==> src/rtl/rs232_des_cfg.sv <==
// rtl/rs232_des_cfg.sv - RS-232 receive deserializer, configurable data/parity/stop framing
// Glitch-rejecting start detection, parity/framing flags, break and overrun reporting.
module rs232_des_cfg #(
    parameter int P_CLK_FREQ_HZ = 100000000,
    parameter int P_BAUD_RATE   = 9600,
    parameter int P_DATA_BITS   = 8,
    parameter int P_PARITY      = 0,
    parameter int P_STOP_BITS   = 1
) (
    input  logic       clk,
    input  logic       rst_n,
    input  logic       rx,
    output logic [7:0] rx_fifo_data,
    output logic       rx_fifo_perr,
    output logic       rx_fifo_ferr,
    output logic       rx_fifo_wr_en,
    input  logic       rx_fifo_full,
    output logic       rx_overrun,
    output logic       rx_break
);
    localparam int DIV = P_CLK_FREQ_HZ / P_BAUD_RATE;
    localparam int CW  = $clog2(DIV);
    localparam logic [CW-1:0] HALF_M1 = CW'(DIV / 2 - 1);
    localparam logic [CW-1:0] FULL_M1 = CW'(DIV - 1);

    typedef enum logic [2:0] {S_IDLE, S_START, S_DATA, S_PARITY, S_STOP, S_BREAK} state_t;

    state_t        state_q, state_d;
    logic          rx_m, rx_s, rx_prev;
    logic [1:0]    warm;
    logic          armed;
    logic [CW-1:0] bit_cnt;
    logic [2:0]    bit_idx;
    logic [7:0]    shreg;
    logic          par_bit, stop0, ferr_acc;

    logic          half_hit, full_hit, step, cnt_clr;
    logic          do_write, do_ovr, do_brk;
    logic          first_stop, frame_perr, frame_ferr;
    logic [7:0]    frame_data;

    // armed only after the synchronizer holds a real line sample that is high
    always_ff @(posedge clk or negedge rst_n) begin
        if (!rst_n) begin
            rx_m    <= 1'b1;
            rx_s    <= 1'b1;
            rx_prev <= 1'b1;
            warm    <= 2'd0;
            armed   <= 1'b0;
        end else begin
            rx_m    <= rx;
            rx_s    <= rx_m;
            rx_prev <= rx_s;
            if (warm != 2'd2) warm <= warm + 2'd1;
            if (warm == 2'd2 && rx_s) armed <= 1'b1;
        end
    end

    always_ff @(posedge clk or negedge rst_n) begin
        if (!rst_n) state_q <= S_IDLE;
        else        state_q <= state_d;
    end

    always_comb begin
        state_d    = state_q;
        do_write   = 1'b0;
        do_ovr     = 1'b0;
        do_brk     = 1'b0;
        half_hit   = (bit_cnt == HALF_M1);
        full_hit   = (bit_cnt == FULL_M1);
        step       = full_hit && (state_q == S_DATA || state_q == S_PARITY || state_q == S_STOP);
        first_stop = (bit_idx == 3'd0) ? rx_s : stop0;
        frame_data = shreg >> (8 - P_DATA_BITS);
        frame_perr = (P_PARITY == 0) ? 1'b0 : ((^shreg ^ par_bit) != (P_PARITY == 2));
        frame_ferr = ferr_acc | ~rx_s;
        case (state_q)
            S_IDLE:   if (armed && rx_prev && !rx_s) state_d = S_START;
            S_START:  if (half_hit) state_d = rx_s ? S_IDLE : S_DATA;
            S_DATA:   if (full_hit && bit_idx == 3'(P_DATA_BITS - 1))
                          state_d = (P_PARITY != 0) ? S_PARITY : S_STOP;
            S_PARITY: if (full_hit) state_d = S_STOP;
            S_STOP: begin
                if (full_hit && bit_idx == 3'(P_STOP_BITS - 1)) begin
                    if (shreg == 8'd0 && (P_PARITY == 0 || !par_bit) && !first_stop) begin
                        do_brk  = 1'b1;
                        state_d = S_BREAK;
                    end else begin
                        do_write = !rx_fifo_full;
                        do_ovr   = rx_fifo_full;
                        state_d  = S_IDLE;
                    end
                end
            end
            S_BREAK:  if (rx_s) state_d = S_IDLE;
            default:  state_d = S_IDLE;
        endcase
        cnt_clr = (state_d != state_q) || step || state_q == S_IDLE || state_q == S_BREAK;
    end

    always_ff @(posedge clk or negedge rst_n) begin
        if (!rst_n) begin
            bit_cnt  <= '0;
            bit_idx  <= 3'd0;
            shreg    <= 8'd0;
            par_bit  <= 1'b0;
            stop0    <= 1'b0;
            ferr_acc <= 1'b0;
        end else begin
            bit_cnt <= cnt_clr ? '0 : bit_cnt + 1'b1;
            if (state_d != state_q) bit_idx <= 3'd0;
            else if (step)          bit_idx <= bit_idx + 3'd1;
            if (state_q == S_IDLE) begin
                shreg    <= 8'd0;
                ferr_acc <= 1'b0;
            end
            if (state_q == S_DATA && full_hit) shreg <= {rx_s, shreg[7:1]};
            if (state_q == S_PARITY && full_hit) par_bit <= rx_s;
            if (state_q == S_STOP && full_hit) begin
                if (bit_idx == 3'd0) stop0 <= rx_s;
                if (!rx_s) ferr_acc <= 1'b1;
            end
        end
    end

    always_ff @(posedge clk or negedge rst_n) begin
        if (!rst_n) begin
            rx_fifo_data  <= 8'd0;
            rx_fifo_perr  <= 1'b0;
            rx_fifo_ferr  <= 1'b0;
            rx_fifo_wr_en <= 1'b0;
            rx_overrun    <= 1'b0;
            rx_break      <= 1'b0;
        end else begin
            rx_fifo_wr_en <= do_write;
            rx_overrun    <= do_ovr;
            rx_break      <= do_brk;
            if (do_write) begin
                rx_fifo_data <= frame_data;
                rx_fifo_perr <= frame_perr;
                rx_fifo_ferr <= frame_ferr;
            end
        end
    end
endmodule

==> config.mk <==
export PLATFORM = sky130hd
export DESIGN_NAME = rs232_des_cfg
export DESIGN_NICKNAME = d
export VERILOG_FILES = /design/src/rtl/rs232_des_cfg.sv
export SDC_FILE = /design/constraint.sdc
export NUM_CORES = 1
export LEC_CHECK = 0
export BUFFER_PORTS_ARGS = -buffer_cell sky130_fd_sc_hd__buf_2
export CAP_MARGIN = 20
export CORE_ASPECT_RATIO = 2
export CORE_MARGIN = 10
export CORE_UTILIZATION = 25
export CTS_BUF_LIST = sky130_fd_sc_hd__clkbuf_4 sky130_fd_sc_hd__clkbuf_8
export DETAILED_ROUTE_END_ITERATION = 10
export PLACE_DENSITY = 0.41
export SLEW_MARGIN = 10
export SYNTH_ARGS = -nofsm -noshare
export SYNTH_HDL_FRONTEND = slang
export SYNTH_SLANG_ARGS = --single-unit
==> constraint.sdc <==
create_clock -name clk -period 2.6 [get_ports clk]
set_input_delay 0.26 -clock clk [delete_from_list [all_inputs] [get_ports clk]]
set_output_delay 0.26 -clock clk [all_outputs]
set_load 0.02 [all_outputs]
==> impl_metrics.toml, run 1 <==
[outcome]
status = "completed"

[logic_synthesis]
synth_area_leader_cell = "dfrtp_1"
syn_inst = 208
yosys_warnings = 0
netlist_area_um2 = 2390
synth_ff_type = "dfrtp_1"
synth_most_common_cell = "dfrtp_1"
ys_seq_elements = 48
yosysSeqAreaShare_pct = 50.3
syn_area_per_cell_um2 = 11.5
synth.net_count = 217
synth_edf_count = 0
ys_top_cells_by_area = "dfrtp_1 (47%), a22o_1 (4.8%), mux2_2 (4.7%), nor3_1 (3.6%), dfstp_2 (3.3%)"
yosysTopAreaCellShare_pct = 47.0
synth.distinct_cells = 53
synth_common_cells = "dfrtp_1 (45), nor3_1 (17), a22o_1 (13)"
synthArstFlopShare_pct = 100

[clock_tree]
clk_pin_slew_ns = 0.09
cts-root-buf = "clkbuf_8"
cts_sinks = 48
ctsHoldBuffers = 1
cts_tree = "built"
cts-resized-gates = 0
numCtsBuffers = 5
htreeDepth = 2
clockBufferDepth = 2
cts_setup_buffers = 0
clock_latency_ns = 0.32

[placement]
port_buffers = 15
dp_slack_ns = 0.320
dp.cells = 328
placement.cell_area_um2 = 2640
post-dp-hpwl_um = 4280
gp_congestion = 0.767

[flow_run]
drv_cap = 0

[floorplanning]
rows = 50
ioPinCount = 17
die_x_um = 89.2
core-area_um2 = 9380
chipHeight_um = 158
dieArea_um2 = 14100
start_util_pct = 25.5

[sta]
setup_tns_ns = 0
fin_crit_sh_pct = 88.4
maxSlewHeadroom_pct = 65.2
rsz0062_at_grt = "no"
fin_ws_ns = 0.301
finClkSkew_ns = 0.00736
min_period_ns = 2.30
slew_violations = 0
fmax_mhz = 435
finalHoldViolCount = 0
setup_viol = 0
worstMarginPinSlew_ns = 0.520

[worst_setup_path]
path_class = "reg2reg"
crit_fanout = 5
cp.required_ns = 2.81
cp-end-kind = "flop"
cp_data_arrival_time_ns = 2.51
startpoint_type = "flop"

[routing]
ant_nets = 0
drc = 0
wl_met1_um = 2040
first_pass_iters = 4
drt-total-wl_um = 5590
dr_wl_met2_um = 3290
wire_per_inst_um = 16.6
highest_layer = "met4"
routed_via_density = 5.04
vias = 1697
drtIter0Drc = 37
wl_met3_um = 145

[global_routing]
antenna_found_initial = 0
grt_pass1_wl_um = 9290
grt_pass1_vias = 1798
gr-total-overflow = 0
grtUsageTotal_pct = 8.61
grt_max_degree = 22

[worst_hold_path]
hold_class = "in2reg"

[cells_and_area]
seq_area_um2 = 1200
final_nets = 241
finalNonFillerCells = 337
final_area_um2 = 2740
multi_input_area_um2 = 1130
final_layout_size_suffix_gt1_share_pct = 26.6
syn_to_final_growth_pct = 14.3
fillers = 989
insertedDiodeCount = 0

[power]
power_density_nw_per_um2 = 539
vdd_drop_max_v = 0.000361
power_leakage_nw = 1.22
## state kept, by name, indices dropped and copies added (netlist names)
signal	flops
frame_data	8
stop0	1
rx_fifo_data	8
rx_fifo_ferr	1
rx_prev	1
state_q	3
warm	2
rx_break	1
rx_overrun	1
ferr_acc	1
rx_fifo_wr_en	1
bit_idx	3
rx_m	1
rx_s	1
bit_cnt	14
armed	1
## cell type report
type | count | share of cell area [%]
flip-flops and latches | 48 | 44.0
multi-input cells | 146 | 41.3
repair buffers | 27 | 6.13
well taps | 104 | 4.76
clock buffers | 5 | 2.51
clock inverters | 3 | 0.686
inverters | 4 | 0.549
## layer usage
| metal | track usage [%] | up-vias |
|---|---|---|
| met5 | 0 | - |
| met4 | 3.89 | 0 |
| met3 | 1.59 | 6 |
| met2 | 16.6 | 24 |
| met1 | 8.34 | 846 |
| li1 | - | 821 |
## kinds of logic (layout without fill, tap and decap cells)
kind of cell,count (synthesis),in the layout,share of synthesized area [%]
AND/OR/NAND/NOR,72,72,18.4
buffers and inverters,14,39,2.46
other,1,1,0.157
adder cells (fa/ha/maj),5,5,2.61
AO/OA/AOI/OAI,41,41,15.0
multiplexers,13,13,5.96
flip-flops,48,48,50.3
XOR/XNOR,14,14,5.12
## stage by stage
| stage | hold WS (ns) | power [mW] | util [%] |
|---|---|---|---|
| after floorplan | -0.0356 | 0.971 | - |
| after global placement | 0.170 | 1.04 | 28.1 |
| after detailed placement | 0.168 | 1.04 | 28.1 |
| after CTS | 0.0198 | 1.51 | 29.2 |
| after global routing | 0.0238 | 1.56 | 29.2 |
| final | 0.0334 | 1.47 | 29.2 |
## final timing paths
check,from,endpoint,slack [ns],depth (start not counted)
max,bit_idx[0]$_DFFE_PN0P_,bit_cnt[12]$_DFF_PN0_,0.30,7
min,rx,rx_m$_DFF_PN1_,0.03,1
min reg2reg,rx_m$_DFF_PN1_,rx_s$_DFF_PN1_,0.36,0
max reg2reg,bit_idx[0]$_DFFE_PN0P_,bit_cnt[12]$_DFF_PN0_,0.30,7
min in group asynchronous,rst_n,rx_fifo_wr_en$_DFF_PN0_,0.35,2
max in group asynchronous,rst_n,rx_s$_DFF_PN1_,1.65,3
## power breakdown
| group | switching (mW) | internal (mW) |
|---|---|---|
| clock network | 0.263 | 0.188 |
| registers | 0.0440 | 0.790 |
| logic | 0.105 | 0.0846 |
| total | 0.412 | 1.06 |
## worst max-delay path, stage by stage (launching register included)
cell and delay [ns]:
dfrtp_1 0.41, inv_1 0.07, ha_1 0.15, or2b_2 0.36
a2111oi_4 0.40, o31ai_2 0.10, a311o_1 0.43, a2111oi_4 0.28
## cells in the final DEF (no fill, tap or decap), types with 2 or more instances in the layout
cell,instances
dfstp_2,3
clkinv_2,2
ha_1,5
mux2i_1,3
xor2_1,5
mux2_2,10
nor3_1,17
nor3b_1,4
inv_1,4
buf_4,11
dfrtp_1,45
and3_1,3
a22oi_1,2
nand3_1,3
xnor2_1,9
buf_2,15
o21ai_0,6
and4bb_2,2
a2111oi_4,2
nor2_1,11
and4_1,3
a21oi_1,4
nand4_1,3
a22o_2,3
nand2b_1,2
a22o_1,13
nand2_1,10
clkbuf_8,5
No activity file was read; power rests on OpenSTA's default activity.
==> run 2: changes to the inputs <==
--- a/config.mk
+++ b/config.mk
@@ -12,7 +12,7 @@
 export CORE_UTILIZATION = 25
 export CTS_BUF_LIST = sky130_fd_sc_hd__clkbuf_4 sky130_fd_sc_hd__clkbuf_8
 export DETAILED_ROUTE_END_ITERATION = 10
-export PLACE_DENSITY = 0.41
+export PLACE_DENSITY = 0.42
 export SLEW_MARGIN = 10
 export SYNTH_ARGS = -nofsm -noshare
 export SYNTH_HDL_FRONTEND = slang
==> constraint.sdc (replaced) <==
create_clock -name clk -period 2.05 [get_ports clk]
set_input_delay 0.205 -clock clk [delete_from_list [all_inputs] [get_ports clk]]
set_output_delay 0.205 -clock clk [all_outputs]
set_load 0.02 [all_outputs]
==> run 2 against run 1 <==
Against the previous run:
- the flow now finishes with violations (setup timing)
- clock-buffer cell count grew 2
- total power grew 35%
- global-route usage grew 0.61 points
- combinational power grew 79%
- sequential share of layout area shrank 4.7 points
- largest power group unchanged
==> impl_metrics.toml, run 2 (same netlist as run 1, synthesis figures left out) <==
[outcome]
status = "finished, violations left"
failed_checks = "setup timing"

[clock_tree]
clk_pin_slew_ns = 0.09
clockBufferDepth = 2
numCtsBuffers = 5
cts_sinks = 48
htreeDepth = 2
clock_latency_ns = 0.32
cts_tree = "built"
cts-root-buf = "clkbuf_8"

[flow_run]
drv_cap = 0

[global_routing]
gr-total-overflow = 0
grt_busiest_layer = "met2"
antenna_found_initial = 0
grt_max_degree = 26
grt_use_met1_pct = 8.96
grt_pass1_vias = 1936
met2_usage_pct = 17.4
grtUsageTotal_pct = 9.22
grt_pass1_wl_um = 9950
grt_use_met3_pct = 1.74

[cells_and_area]
finalNonFillerCells = 369
largest_register = "bit_cnt"
final_common_cell = "dfrtp_1"
largest_reg_flops = 14
final_nets = 273
final_layout_size_suffix_gt1_share_pct = 37.4
final_cell_mix = "dfrtp_1 (45), buf_4 (38), nor3_1 (15), buf_2 (15), a22o_1 (13)"
fillers = 979
syn_to_final_growth_pct = 27.9
insertedDiodeCount = 0

[power]
p_int_mw = 1.45
p_switching_mw = 0.538
p_sw_share_pct = 27.0
power_density_nw_per_um2 = 649
combinationalPowerShare_pct = 17.1
vdd_drop_max_v = 0.000423
clockPowerShare_pct = 30.8
p_seq_share_pct = 52.1
power_leakage_nw = 1.42

[floorplanning]
die_x_um = 89.2
chipHeight_um = 158
start_util_pct = 25.5
core-area_um2 = 9380
dieArea_um2 = 14100
rows = 50
ioPinCount = 17

[routing]
drt-total-wl_um = 6040
routed_via_density = 4.96
wire_per_inst_um = 16.4
first_pass_iters = 4
drc = 0
ant_nets = 0
drtIter0Drc = 70
vias = 1830

[placement]
dp.cells = 358
port_buffers = 15
gp_congestion = 0.786
post-dp-hpwl_um = 4690

[sta]
fin_crit_sh_pct = 100
worstMarginPinSlew_ns = 0.599
maxSlewHeadroom_pct = 60.1
hold_ws_ns = 0.187
slew_violations = 0
setup_viol = 2
rsz0062_at_grt = "yes"
finalHoldViolCount = 0
fmax_mhz = 488
finClkSkew_ns = 0.0160
min_period_ns = 2.05
fin_ws_ns = -0.000926

[worst_setup_path]
r2r.worst_path.cells = 7
startpoint_type = "flop"
path_class = "reg2reg"
cp_data_arrival_time_ns = 2.24
crit_fanout = 10
cp-end-kind = "flop"
cp.required_ns = 2.24

[worst_hold_path]
whs_path_depth = 2
hold_class = "in2reg"
run 2: cell count changes in the layout (fill, tap and decap cells not counted), moves of 2 or more:
| cell | change |
|---|---|
| buf_12 | +2 |
| buf_4 | +27 |
| buf_6 | +2 |
| clkinv_2 | -2 |
| nor3_1 | -2 |
| nor3_2 | +2 |
run 2: through the flow:
step / utilization, % / TNS (ns) / setup WS (ns) / total power, mW / instance area [um2]
after floorplan: - / -0.918 / -0.0958 / 1.24 / 2420
after global placement: 31.0 / -0.575 / -0.0679 / 1.39 / 2910
after detailed placement: 31.0 / -0.692 / -0.0800 / 1.39 / 2910
after CTS: 32.4 / -0.193 / -0.0311 / 2.04 / 3040
after global routing: 32.6 / -0.836 / -0.0953 / 2.11 / 3060
final: 32.6 / -0.000966 / -0.000926 / 1.99 / 3060
run 2: power by group through the flow:
stage | clock network, mW | logic, mW | registers, mW
after floorplan | 0 | 0.173 | 1.06
after global placement | 0 | 0.336 | 1.05
after detailed placement | 0 | 0.339 | 1.05
final | 0.613 | 0.340 | 1.04
after CTS | 0.656 | 0.343 | 1.04
after global routing | 0.689 | 0.376 | 1.05
run 2: path summary, 6_finish.rpt:
path / start / end / slack [ns]
min in group asynchronous: rst_n / rx_fifo_wr_en$_DFF_PN0_ / 0.42
max in group asynchronous: rst_n / rx_m$_DFF_PN1_ / 1.00
hold / removal: rx_fifo_full / rx_overrun$_DFF_PN0_ / 0.19
setup / recovery: bit_idx[1]$_DFFE_PN0P_ / rx_fifo_data[6]$_DFFE_PN0P_ / -0.0009
hold reg to reg: rx_m$_DFF_PN1_ / rx_s$_DFF_PN1_ / 0.36
setup reg to reg: bit_idx[1]$_DFFE_PN0P_ / rx_fifo_data[6]$_DFFE_PN0P_ / -0.0009
run 2: cell type report:
type | instances | area (um2) | share of cell area, %
Sequential cell | 48 | 1200 | 39.3
Multi-Input combinational cell | 146 | 1170 | 38.2
Timing Repair Buffer | 59 | 443 | 14.5
Tap cell | 104 | 130 | 4.25
Clock buffer | 7 | 90.1 | 2.94
Inverter | 4 | 15.0 | 0.490
Clock inverter | 1 | 8.76 | 0.286
run 2: layer usage:
metal | share of wire [%] | routed length, um | vias up
li1 | - | - | 877
met1 | 36 | 2170 | 915
met2 | 57 | 3480 | 26
met3 | 3.0 | 180 | 12
met4 | 3.5 | 214 | 0
met5 | 0 | 0 | -
run 2: repair_timing:
action	in CTS	in global routing
gates cloned	0	0
hold buffers	2	0
setup buffers	0	1
resized for setup	1	6
pin swaps	2	2
hold endpoints to repair	25	0
setup endpoints to repair	11	25
run 2: worst max-delay path, stage by stage (launching register included):
cell and delay, ns:
dfrtp_1 0.39, inv_1 0.06, ha_1 0.14, or2b_4 0.30, or3_4 0.41, nor3_4 0.16
buf_12 0.16, mux2_2 0.32
==> run 3: changes to the inputs <==
--- a/config.mk
+++ b/config.mk
@@ -17,3 +17,4 @@
 export SYNTH_ARGS = -nofsm -noshare
 export SYNTH_HDL_FRONTEND = slang
 export SYNTH_SLANG_ARGS = --single-unit
+export TNS_END_PERCENT = 10
==> run 3 against run 2 <==
Against the previous run:
- the flow finishes with violations (hold timing, setup timing)
- clock power is 24% higher
- largest power group unchanged
- critical path type unchanged
- sequential cell count stayed put
- highest routed layer unchanged
- global-route usage is 0.56 points higher
- combinational power is 9.1% higher
- clock-buffer cell count stayed put
- design area is 6.2% higher
- non-clock buffer count is 8 higher
- cell count is 2.2% higher
- critical endpoint is now rx_fifo_ferr$_DFFE_PN0P_
- routed wire length is 7.7% higher
- via count is 2.4% higher
- sequential share of layout area is 2.3 points lower
==> impl_metrics.toml, run 3 (same netlist as run 1, synthesis figures left out) <==
[routing]
ant_nets = 0
vias = 1874
wire_per_inst_um = 17.3
first_pass_iters = 4
drt-total-wl_um = 6510
drc = 0
routed_via_density = 4.97
drtIter0Drc = 95

[sta]
rsz0062_at_grt = "yes"
setup_viol = 18
maxSlewHeadroom_pct = 57.1
finClkSkew_ns = 0.00913
hold_ws_ns = -0.0102
fmax_mhz = 482
slew_violations = 0
fin_crit_sh_pct = 101
min_period_ns = 2.08
fin_ws_ns = -0.0258
finalHoldViolCount = 17
worstMarginPinSlew_ns = 0.644

[worst_setup_path]
path_class = "reg2reg"
startpoint_type = "flop"
worstReg2RegStart = "bit_idx[0]$_DFFE_PN0P_"
cp-end-kind = "flop"
rrSetupSlack_ns = -0.03
cp_data_arrival_time_ns = 2.28
cp.required_ns = 2.25
reg2reg_to = "rx_fifo_ferr$_DFFE_PN0P_"
crit_fanout = 10
r2r.worst_path.cells = 7

[global_routing]
grtUsageTotal_pct = 9.78
gr-total-overflow = 0
antenna_found_initial = 0
grt_pass1_vias = 2030
grt_max_degree = 49
grt_pass1_wl_um = 10600

[cells_and_area]
largest_reg_flops = 14
multi_input_area_um2 = 1240
syn_to_final_growth_pct = 35.8
final_nets = 281
seq_area_um2 = 1200
final_cell_mix = "dfrtp_1 (45), buf_4 (44), buf_2 (15)"
final_layout_size_suffix_gt1_share_pct = 43.2
final_common_cell = "dfrtp_1"
largest_register = "bit_cnt"
insertedDiodeCount = 0
fillers = 949
finalNonFillerCells = 377
final_area_um2 = 3250
fin_util_pct = 34.7

[power]
p_switching_mw = 0.554
power.total_mw = 2.17
combinationalPowerShare_pct = 17.1
power_leakage_nw = 1.51
p_sw_share_pct = 25.5
power_density_nw_per_um2 = 667
p_int_mw = 1.61
vdd_drop_max_v = 0.000423
clockPowerShare_pct = 35.2
p_seq_share_pct = 47.7

[placement]
port_buffers = 15
gp_congestion = 0.763
dp.cells = 361
post-dp-hpwl_um = 4710
dp_slack_ns = -0.0947
placement.cell_area_um2 = 2940

[floorplanning]
rows = 50
start_util_pct = 25.5
ioPinCount = 17
dieArea_um2 = 14100
chipHeight_um = 158
die_x_um = 89.2
core-area_um2 = 9380

[flow_run]
drv_cap = 0

[clock_tree]
clock_latency_ns = 0.31
htreeDepth = 2
cts-root-buf = "clkbuf_8"
cts_sinks = 48
clk_pin_slew_ns = 0.09
clockBufferDepth = 2
numCtsBuffers = 5
cts_tree = "built"

[outcome]
failed_checks = "hold timing, setup timing"
status = "finished, violations left"

[worst_hold_path]
hold_class = "in2async"
==> run 3: changes by cell type in the layout (fill, tap and decap cells not counted), sizes merged <==
cell / before / now
dlygate4sd3: 2 / 1
clkbuf: 7 / 9
clkinv: 1 / 0
buf: 57 / 64
bufinv: 0 / 1
==> run 3: routing by layer <==
layer,GRT usage (%),routed length [um],part of all wire (%)
met5,0,0,0
met4,4.50,174,2.7
met3,1.84,175,2.7
met2,19.1,3910,60
met1,9.20,2250,35
==> run 3: worst max-delay path by stage <==
stage | from | endpoint | cells after the start | slack [ns]
5_1_grt | bit_idx[1]$_DFFE_PN0P_ | rx_fifo_ferr$_DFFE_PN0P_ | 7 | -0.12
3_3_place_gp | bit_idx[0]$_DFFE_PN0P_ | rx_fifo_data[0]$_DFFE_PN0P_ | 7 | -0.07
2_1_floorplan | bit_idx[0]$_DFFE_PN0P_ | rx_fifo_data[0]$_DFFE_PN0P_ | 6 | -0.1
6_report | bit_idx[0]$_DFFE_PN0P_ | rx_fifo_ferr$_DFFE_PN0P_ | 7 | -0.03
3_5_place_dp | bit_idx[0]$_DFFE_PN0P_ | rx_fifo_data[1]$_DFFE_PN0P_ | 7 | -0.09
4_1_cts | bit_idx[0]$_DFFE_PN0P_ | rx_fifo_data[1]$_DFFE_PN0P_ | 7 | -0.04
==> run 3: final cells by class <==
class                   instances  share of cell area (%)
clock buffers                   7                    2.96
inverters                       4                   0.462
well taps                     104                    4.00
multi-input cells             146                    38.0
flip-flops and latches         48                    37.1
clock inverters                 1                   0.923
repair buffers                 67                    16.6
==> run 3: power groups by stage <==
stage | logic [mW] | registers [mW] | clock network (mW)
after detailed placement | 0.350 | 1.06 | 0
after global routing | 0.417 | 1.04 | 0.829
after floorplan | 0.173 | 1.06 | 0
after global placement | 0.348 | 1.05 | 0
after CTS | 0.354 | 1.04 | 0.793
final | 0.371 | 1.04 | 0.763
==> run 3: worst max-delay path, stage by stage (launching register included) <==
cell and delay [ns]:
dfrtp_1 0.40, inv_1 0.06, ha_2 0.17, or2b_4 0.29, or3_4 0.41, nor3_4 0.15
buf_12 0.15, mux2_2 0.33
==> run 3: timing repair <==
action	in CTS	in global routing
gates resized for setup	2	19
pin swaps	2	6
buffers inserted	0	5
hold buffers	1	0
endpoints found under the setup margin	26	34
endpoints found under the hold margin	1	0
gates cloned	0	2
==> run 3: stage by stage <==
step / setup TNS [ns] / hold slack [ns]
5_1_grt: -2.63 / 0.0496
3_3_place_gp: -1.01 / 0.314
3_5_place_dp: -0.885 / 0.314
2_1_floorplan: -0.988 / -0.0906
6_report: -0.253 / -0.0102
4_1_cts: -0.305 / 0.0215
